<file path="src/rtl/multicycle_controller.sv">
// Control FSM for a multicycle RV32 datapath: decodes the instruction register
// and sequences one micro-step per clock, with a memory-ready handshake.
module multicycle_controller #(
  parameter bit HALT_ON_ILLEGAL = 1'b1
) (
  input  logic       clk,
  input  logic       rst,
  input  logic [6:0] opcode,
  input  logic [2:0] funct3,
  input  logic       funct7b5,
  input  logic       zero,
  input  logic       mem_ready,
  output logic       pc_write,
  output logic       adr_src,
  output logic       mem_write,
  output logic       ir_write,
  output logic [1:0] result_src,
  output logic [1:0] alu_src_a,
  output logic [1:0] alu_src_b,
  output logic       reg_write,
  output logic [2:0] alu_control,
  output logic [2:0] imm_src,
  output logic       instr_done,
  output logic       halted,
  output logic [3:0] state
);

  typedef enum logic [3:0] {
    S_FETCH    = 4'd0,
    S_DECODE   = 4'd1,
    S_MEMADR   = 4'd2,
    S_MEMREAD  = 4'd3,
    S_MEMWB    = 4'd4,
    S_MEMWRITE = 4'd5,
    S_EXECR    = 4'd6,
    S_EXECI    = 4'd7,
    S_ALUWB    = 4'd8,
    S_BEQ      = 4'd9,
    S_JAL      = 4'd10,
    S_LUI      = 4'd11,
    S_HALT     = 4'd15
  } state_t;

  localparam logic [6:0] OP_LW   = 7'b0000011;
  localparam logic [6:0] OP_SW   = 7'b0100011;
  localparam logic [6:0] OP_R    = 7'b0110011;
  localparam logic [6:0] OP_I    = 7'b0010011;
  localparam logic [6:0] OP_BEQ  = 7'b1100011;
  localparam logic [6:0] OP_JAL  = 7'b1101111;
  localparam logic [6:0] OP_LUI  = 7'b0110111;

  localparam logic [2:0] ALU_ADD = 3'b000;
  localparam logic [2:0] ALU_SUB = 3'b001;
  localparam logic [2:0] ALU_AND = 3'b010;
  localparam logic [2:0] ALU_OR  = 3'b011;
  localparam logic [2:0] ALU_SLT = 3'b101;

  state_t     r_state;
  state_t     w_dec_next;
  state_t     w_illegal_next;
  logic       w_f3_ok;
  logic [2:0] w_alu_op;

  // Only these funct3 codes map onto the ALU; anything else is caught in DECODE.
  always_comb begin
    w_f3_ok = (funct3 == 3'b000) || (funct3 == 3'b010) ||
              (funct3 == 3'b110) || (funct3 == 3'b111);
    w_illegal_next = HALT_ON_ILLEGAL ? S_HALT : S_FETCH;
  end

  always_comb begin
    w_dec_next = w_illegal_next;
    case (opcode)
      OP_LW, OP_SW: w_dec_next = S_MEMADR;
      OP_R:         w_dec_next = w_f3_ok ? S_EXECR : w_illegal_next;
      OP_I:         w_dec_next = w_f3_ok ? S_EXECI : w_illegal_next;
      OP_BEQ:       w_dec_next = S_BEQ;
      OP_JAL:       w_dec_next = S_JAL;
      OP_LUI:       w_dec_next = S_LUI;
      default:      w_dec_next = w_illegal_next;
    endcase
  end

  // SUB is only selected by R-type; I-type funct7b5 is part of the immediate.
  always_comb begin
    w_alu_op = ALU_ADD;
    case (funct3)
      3'b000:  w_alu_op = (r_state == S_EXECR && funct7b5) ? ALU_SUB : ALU_ADD;
      3'b010:  w_alu_op = ALU_SLT;
      3'b110:  w_alu_op = ALU_OR;
      3'b111:  w_alu_op = ALU_AND;
      default: w_alu_op = ALU_ADD;
    endcase
  end

  always_ff @(posedge clk) begin
    if (rst) begin
      r_state <= S_FETCH;
    end else begin
      case (r_state)
        S_FETCH:    if (mem_ready) r_state <= S_DECODE;
        S_DECODE:   r_state <= w_dec_next;
        S_MEMADR:   r_state <= (opcode == OP_SW) ? S_MEMWRITE : S_MEMREAD;
        S_MEMREAD:  if (mem_ready) r_state <= S_MEMWB;
        S_MEMWRITE: if (mem_ready) r_state <= S_FETCH;
        S_EXECR,
        S_EXECI,
        S_JAL:      r_state <= S_ALUWB;
        S_MEMWB,
        S_ALUWB,
        S_BEQ,
        S_LUI:      r_state <= S_FETCH;
        S_HALT:     r_state <= S_HALT;
        default:    r_state <= S_FETCH;
      endcase
    end
  end

  // Outputs decode from the current state; handshake terms pass straight through
  // so a stalled access holds its enables in the same cycle.
  always_comb begin
    pc_write    = 1'b0;
    adr_src     = 1'b0;
    mem_write   = 1'b0;
    ir_write    = 1'b0;
    result_src  = 2'b00;
    alu_src_a   = 2'b00;
    alu_src_b   = 2'b00;
    reg_write   = 1'b0;
    alu_control = ALU_ADD;
    imm_src     = 3'b000;
    instr_done  = 1'b0;
    halted      = 1'b0;
    state       = 4'd0;
    if (!rst) begin
      state = r_state;
      case (r_state)
        S_FETCH: begin
          alu_src_b  = 2'b10;
          result_src = 2'b10;
          ir_write   = mem_ready;
          pc_write   = mem_ready;
        end
        S_DECODE: begin
          alu_src_a = 2'b01;
          alu_src_b = 2'b01;
          imm_src   = (opcode == OP_JAL) ? 3'b011 : 3'b010;
        end
        S_MEMADR: begin
          alu_src_a = 2'b10;
          alu_src_b = 2'b01;
          imm_src   = (opcode == OP_SW) ? 3'b001 : 3'b000;
        end
        S_MEMREAD: adr_src = 1'b1;
        S_MEMWB: begin
          result_src = 2'b01;
          reg_write  = 1'b1;
          instr_done = 1'b1;
        end
        S_MEMWRITE: begin
          adr_src    = 1'b1;
          mem_write  = 1'b1;
          instr_done = mem_ready;
        end
        S_EXECR: begin
          alu_src_a   = 2'b10;
          alu_control = w_alu_op;
        end
        S_EXECI: begin
          alu_src_a   = 2'b10;
          alu_src_b   = 2'b01;
          alu_control = w_alu_op;
        end
        S_ALUWB: begin
          reg_write  = 1'b1;
          instr_done = 1'b1;
        end
        S_BEQ: begin
          alu_src_a   = 2'b10;
          alu_control = ALU_SUB;
          pc_write    = zero;
          instr_done  = 1'b1;
        end
        S_JAL: begin
          alu_src_a = 2'b01;
          alu_src_b = 2'b10;
          pc_write  = 1'b1;
        end
        S_LUI: begin
          imm_src    = 3'b100;
          result_src = 2'b11;
          reg_write  = 1'b1;
          instr_done = 1'b1;
        end
        S_HALT:  halted = 1'b1;
        default: ;
      endcase
    end
  end

endmodule
</file>
<file path="config.mk">
export PLATFORM = sky130hd
export DESIGN_NAME = multicycle_controller
export DESIGN_NICKNAME = d
export VERILOG_FILES = /design/src/rtl/multicycle_controller.sv
export SDC_FILE = /design/constraint.sdc
export NUM_CORES = 1
export LEC_CHECK = 0
export CAP_MARGIN = 20
export CORE_MARGIN = 3
export CORE_UTILIZATION = 38
export CTS_CLUSTER_DIAMETER = 50
export CTS_CLUSTER_SIZE = 24
export DETAILED_ROUTE_END_ITERATION = 8
export PLACE_DENSITY = 0.85
export RECOVER_POWER = 25
export SYNTH_ARGS = -nofsm -noshare
export SYNTH_HDL_FRONTEND = slang
export SYNTH_SLANG_ARGS = --single-unit
export TNS_END_PERCENT = 30
</file>
<file path="constraint.sdc">
create_clock -name clk -period 1.5 [get_ports clk]
set_input_delay 0.375 -clock clk [delete_from_list [all_inputs] [get_ports clk]]
set_output_delay 0.375 -clock clk [all_outputs]
set_load 0.03 [all_outputs]
</file>
==> parameters.txt, run 1 <==
Parameter                              Value

Run status
  Status    did not finish
  Last stage reached    5_1_grt
  Run-stopping error    [ERROR DPL-0033] detailed placement checks failed during check placement.

Placed design
  IO buf count    37
  Final Wtd Congestion    around 0.9
  Worst-case setup slack after placement    -0.768 ns
  Detail Placement HPWL    between 2000 and 3000 µm

Synthesis
  Async set or reset register ratio after synthesis    0%
  Net count after synthesis    150
  Post-synthesis cell type with the largest combined area    dfxtp_1
  EDFF count, synth    0
  Area of the mapped netlist    between 800 and 900 µm²
  Cell variety after synth    48
  Number of warning messages in the yosys log    0
  Share of the synthesized area in the top cell type    8.95%
  Primary FF master, synth    dfxtp_1
  Avg Cell Area, Syn    6.63 µm²
  Cell types occupying the most area after synthesis    dfxtp_1 (9.0%), nor2_1 (7.6%), nor2b_1 (6.3%)
  Synth Register Bits    4
  Sequential area share after synthesis    under 10%
  Synth Instances    approximately 140

Die
  Starting utilization of the core area    between 40% and 50%
  Die span in y    around 55 µm
  Die outline width    around 55 µm
  Placement Rows    16
  Number of top-level pins    38

Clocking
  Cts-stage hold buffer count    0
  TritonCTS buffer count    3
  Number of buffers on the longest clock path    2
  Clock root buffer    clkbuf_4
  Total number of H-tree levels    1
  CTS Sinks    4

STA
  Worst EP post-GRT repair    alu_control[0]
  Worst endpoint kind after the last repair    primary output

Global route
  Number of antenna violations at the first check in global routing    0
  Maximum number of pins on one net before global-route repair    16
-- what timing repair did --
item                                    in CTS
endpoints found under the setup margin      27
gates resized for setup                     67
setup buffers                                1
pin swaps                                    7
-- through the flow --
stage	TNS [ns]	cell area, µm²	cells	util [%]	hold slack, ns
after floorplan	-1.91	1010	135	-	0.616
after global placement	-11.07	1550	226	73.7	0.715
after detailed placement	-11.50	1550	226	73.7	0.702
after CTS	-6.46	1780	230	84.5	0.537
-- synthesized netlist by cell type (all sizes together) (2+ instances only) --
library cell  count
or3               2
a2bb2oi           3
nand3             7
a21oi            10
inv               4
buf               9
xnor2             2
clkbuf            3
nor2b             9
dfxtp             4
o21ai             5
and3              5
and2              2
nor3             10
nand2b            4
nor2             18
nand4             2
a32oi             2
nand2             8
o211ai            2
mux2i             2
or3b              2
and4              3
nand3b            2
-- cells by family after synthesis --
| kind of cell | after synthesis | share of synthesized area, % |
|---|---|---|
| AOI/OAI and AO/OA | 32 | 24.9 |
| xor gates and xnor gates | 3 | 2.94 |
| buffers and inverters | 16 | 11.0 |
| DFF | 4 | 8.95 |
| muxes | 2 | 2.24 |
| and+or+nand+nor | 78 | 49.9 |
==> run 2, diff against run 1 <==
Settings changed: CORE_AREA set to 3 3 64 66, CORE_MARGIN 3 to not set, CORE_UTILIZATION 38 to not set, CTS_CLUSTER_DIAMETER 50 to not set, CTS_CLUSTER_SIZE 24 to not set, DIE_AREA set to 0 0 67 69, PLACE_DENSITY 0.85 to not set, PLACE_DENSITY_LB_ADDON set to 0.15.
Clock period 1.5 ns to 2 ns, I/O delays scaled along.
==> parameters.txt, run 2 <==
Parameter                              Value

Run status
  Status    complete, but fails checks
  Failing checks    setup timing

Synthesis
  Share of the synthesized area in the top cell type    8.95% (unchanged)
  Cell types occupying the most area after synthesis    dfxtp_1 (9.0%), nor2_1 (7.6%), nor2b_1 (6.3%)
  Area share of xor/xnor cells in the synthesized design    2.94% (unchanged)
  Area fraction in and, or, nand and nor cells after synthesis    49.9% (unchanged)
  Count leader, synth    nor2_1
  Sequential area share after synthesis    8.95% (unchanged)
  EDFF count, synth    0 (unchanged)
  Combinational family with the most area after synthesis    simple AND/OR/NAND/NOR gates
  Post-synthesis cell type with the largest combined area    dfxtp_1
  Most numerous cell types in the synthesized netlist    nor2_1 (18), a21oi_1 (10), nor2b_1 (9), nor3_1 (9), nand2_1 (8)
  Net count after synthesis    150 (unchanged)
  Area fraction in compound gates after synthesis    24.9% (unchanged)
  Area of the mapped netlist    895 µm² (unchanged)
  Synth Register Bits    4 (unchanged)
  Adder-Cell Fraction of Synth Area    0% (unchanged)
  Async set or reset register ratio after synthesis    0% (unchanged)
  Avg Cell Area, Syn    6.63 µm² (unchanged)
  Multiplexer share of the synthesized area    2.24% (unchanged)
  Primary FF master, synth    dfxtp_1
  Number of warning messages in the yosys log    0 (unchanged)
  Synth Instances    135 (unchanged)
  Cell variety after synth    48 (unchanged)

Layout
  Storage cell area    between 80 and 90 µm²
  Top register by number of flip-flops    r_state
  Count of inserted antenna diode cells    0
  Registers with the most flip-flops    r_state (4)
  Filler cell count    between 300 and 400
  Most common library cell in the layout ignoring fill and taps    buf_4
  Number of non-filler instances in the completed layout    258
  Multi-input logic area    approximately 850 µm²
  Layout overhead on the synthesized area    96.5%
  Final Core Density    between 40% and 50%
  Commonest non-fill, non-tap cells in the layout    buf_4 (57), nor2_1 (13), buf_6 (10)
  Final net count    roughly 230
  Share of final-layout standard cells stronger than drive strength 1    52.4%
  Number of flip-flops under the largest register name    4

Job
  Max-cap viol count    0

Worst setup path
  Buffers & Inverters on Critical Path    3
  Cell family contributing the most delay on the critical path    simple AND/OR/NAND/NOR gates
  Slowest Stage Delay on Critical Path    0.33 ns
  Crit start category    flop
  Launch point of the worst reg-to-reg path    r_state[0]
  Number of cells traversed by the worst register-to-register path    7
  CP cell instances    buf_4 -> buf_4 -> nor2b_4 -> or3_1 -> a21oi_1 -> buf_4
  Category of the critical setup timing path    reg -> out
  Critical Path End Type    output pin
  RR Endpoint    r_state[2]
  Cell with the most instances on the worst path    buf_4
  Data arrival time at the worst-slack endpoint    approximately 1.6 ns
  Max FO, Critical Path    7
  CP max-delay cell    dfxtp_2
  Worst reg-to-reg setup slack    ~0.34 ns
  Required time of the critical path    roughly 1.5 ns

Clocking
  TritonCTS clock tree    done
  Clock-pin transition on the worst setup and hold timing paths    around 0.030 ns
  Clock latency on the worst-skew pair    0.21 ns
  Cts-stage hold buffer count    0 (unchanged)
  Total number of H-tree levels    1 (unchanged)
  Number of buffers on the longest clock path    2 (unchanged)
  Clock root buffer    clkbuf_8
  CTS Sinks    4 (unchanged)
  TritonCTS buffer count    3 (unchanged)

Route
  Initial detailed-routing violation count    between 40 and 50
  Total DRC errors in the routed layout    0
  Pre-antenna DRT Iters    4
  Average routed wire per standard cell    13.9 µm
  Final Routed Wirelength    around 3600 µm
  Final ANT Viol Nets    0
  Vias post-DR    between 1,000 and 1,500
  Number of vias per cell    between 5 and 6

Global route
  Total track usage    between 10% and 20%
  Number of global-route vias before repair    about 1,300
  Maximum number of pins on one net before global-route repair    13
  First-pass GRT wire length    a little under 6000 µm
  Global-route congestion overflow total    0
  Number of antenna violations at the first check in global routing    0

STA
  Fmax    between 400 and 500 MHz
  Setup repair after global routing missed its margin    true
  Pins over their slew limit    0
  Shortest clock period the worst path allows after layout    between 2 and 2.5 ns
  Total negative slack for setup checks    -0.418 ns
  Pin slew with the least headroom to its limit    between 0.3 and 0.4 ns
  Worst Slack Setup Final    -0.112 ns
  Worst hold slack across all endpoints    about 0.73 ns
  Max-slew headroom    74.2%
  Setup-failing EPs final    5
  Worst Skew    between 0.0003 and 0.0004 ns
  Tcrit/Tclk final    106%
  Number of hold violations in the final report    0

Worst hold path
  Sink of the worst hold path    r_state[0]
  Number of cells on the worst hold path    4
  Path class of the lowest-slack min-delay path    in -> reg
  Worst Hold Launch    opcode[0]

Power and ir drop
  Leakage power    0.813 nW
  Power per unit of standard cell area    roughly 1000 nW/µm²
  Maximum vdd drop    between 0.3 and 0.4 mV

Die
  Standard cell core area    around 3600 µm²
  Number of top-level pins    38 (unchanged)
  Area of the die    roughly 4600 µm²
  Starting utilization of the core area    24.6% (-18 points)
  Placement Rows    22 (+6)
  Die outline width    67 µm (+23%)
  Die span in y    69 µm (+27%)

Placed design
  Worst-case setup slack after placement    -0.504 ns (+0.265 ns)
  Placed cell count    250 (+11%)
  Final Wtd Congestion    0.864 (-2.6%)
  Detail Placement HPWL    2690 µm (+4.2%)
  IO buf count    37 (unchanged)
-- run 2: final cells by class --
type	count	area share (%)
multi-input cells	115	48.2
well taps	48	3.42
inverters	4	0.996
flip-flops and latches	4	5.05
clock buffers	3	2.35
repair buffers	84	40.0
-- run 2: worst reg2reg max path, cell delays in order (launching register included) --
cell	delay (ns)
dfxtp_2	0.33
buf_6	0.12
buf_4	0.15
or3b_4	0.27
nor3_4	0.05
buf_4	0.14
and3_1	0.14
or3_1	0.35
-- run 2: cell families (layout without fill, tap and decap cells) --
group,after synthesis,after routing
compound gates,32,32
xor+xnor,3,3
buf+inv,16,91
flops,4,4
mux,2,2
simple gates,78,78
-- run 2: how the worst max path moves through the flow --
stage,to,startpoint,slack (ns),cells past startpoint
final,alu_src_a[1],r_state[0],-0.11,6
after global routing,alu_control[0],r_state[3],-0.15,5
after CTS,alu_control[0],r_state[0],-0.13,6
after detailed placement,pc_write,rst,-0.50,5
after global placement,pc_write,rst,-0.47,5
after floorplan,alu_control[0],funct3[2],-0.10,4
-- run 2: repair_timing --
action / in CTS / in global routing
pin swaps: 9 / 6
buffers inserted: 4 / 2
endpoints found under the setup margin: 19 / 13
resized for setup: 44 / 26
-- run 2: through the flow --
| step | area, µm² | total power [mW] |
|---|---|---|
| 3_3_place_gp | 1520 | 1.39 |
| 2_1_floorplan | 897 | 0.891 |
| 6_report | 1760 | 1.80 |
| 4_1_cts | 1650 | 1.67 |
| 5_1_grt | 1760 | 1.93 |
| 3_5_place_dp | 1520 | 1.40 |
-- run 2: layer usage --
| metal | vias to the layer above | routed length (µm) | share of wire, % | track usage, % |
|---|---|---|---|---|
| li1 | 645 | - | - | - |
| met1 | 611 | 1520 | 43 | 20.0 |
| met2 | 44 | 1810 | 51 | 26.0 |
| met3 | 2 | 222 | 6.2 | 1.14 |
| met4 | 0 | 14 | 0.39 | 5.63 |
| met5 | - | 0 | 0 | 0 |
-- run 2: power breakdown --
group | leakage [nW] | internal (mW) | switching [mW]
Sequential | 0.0345 | 0.118 | 0.0527
Combinational | 0.757 | 0.705 | 0.756
Clock | 0.0216 | 0.128 | 0.0398
Total | 0.813 | 0.952 | 0.849
(Power assumes the default switching activity.)
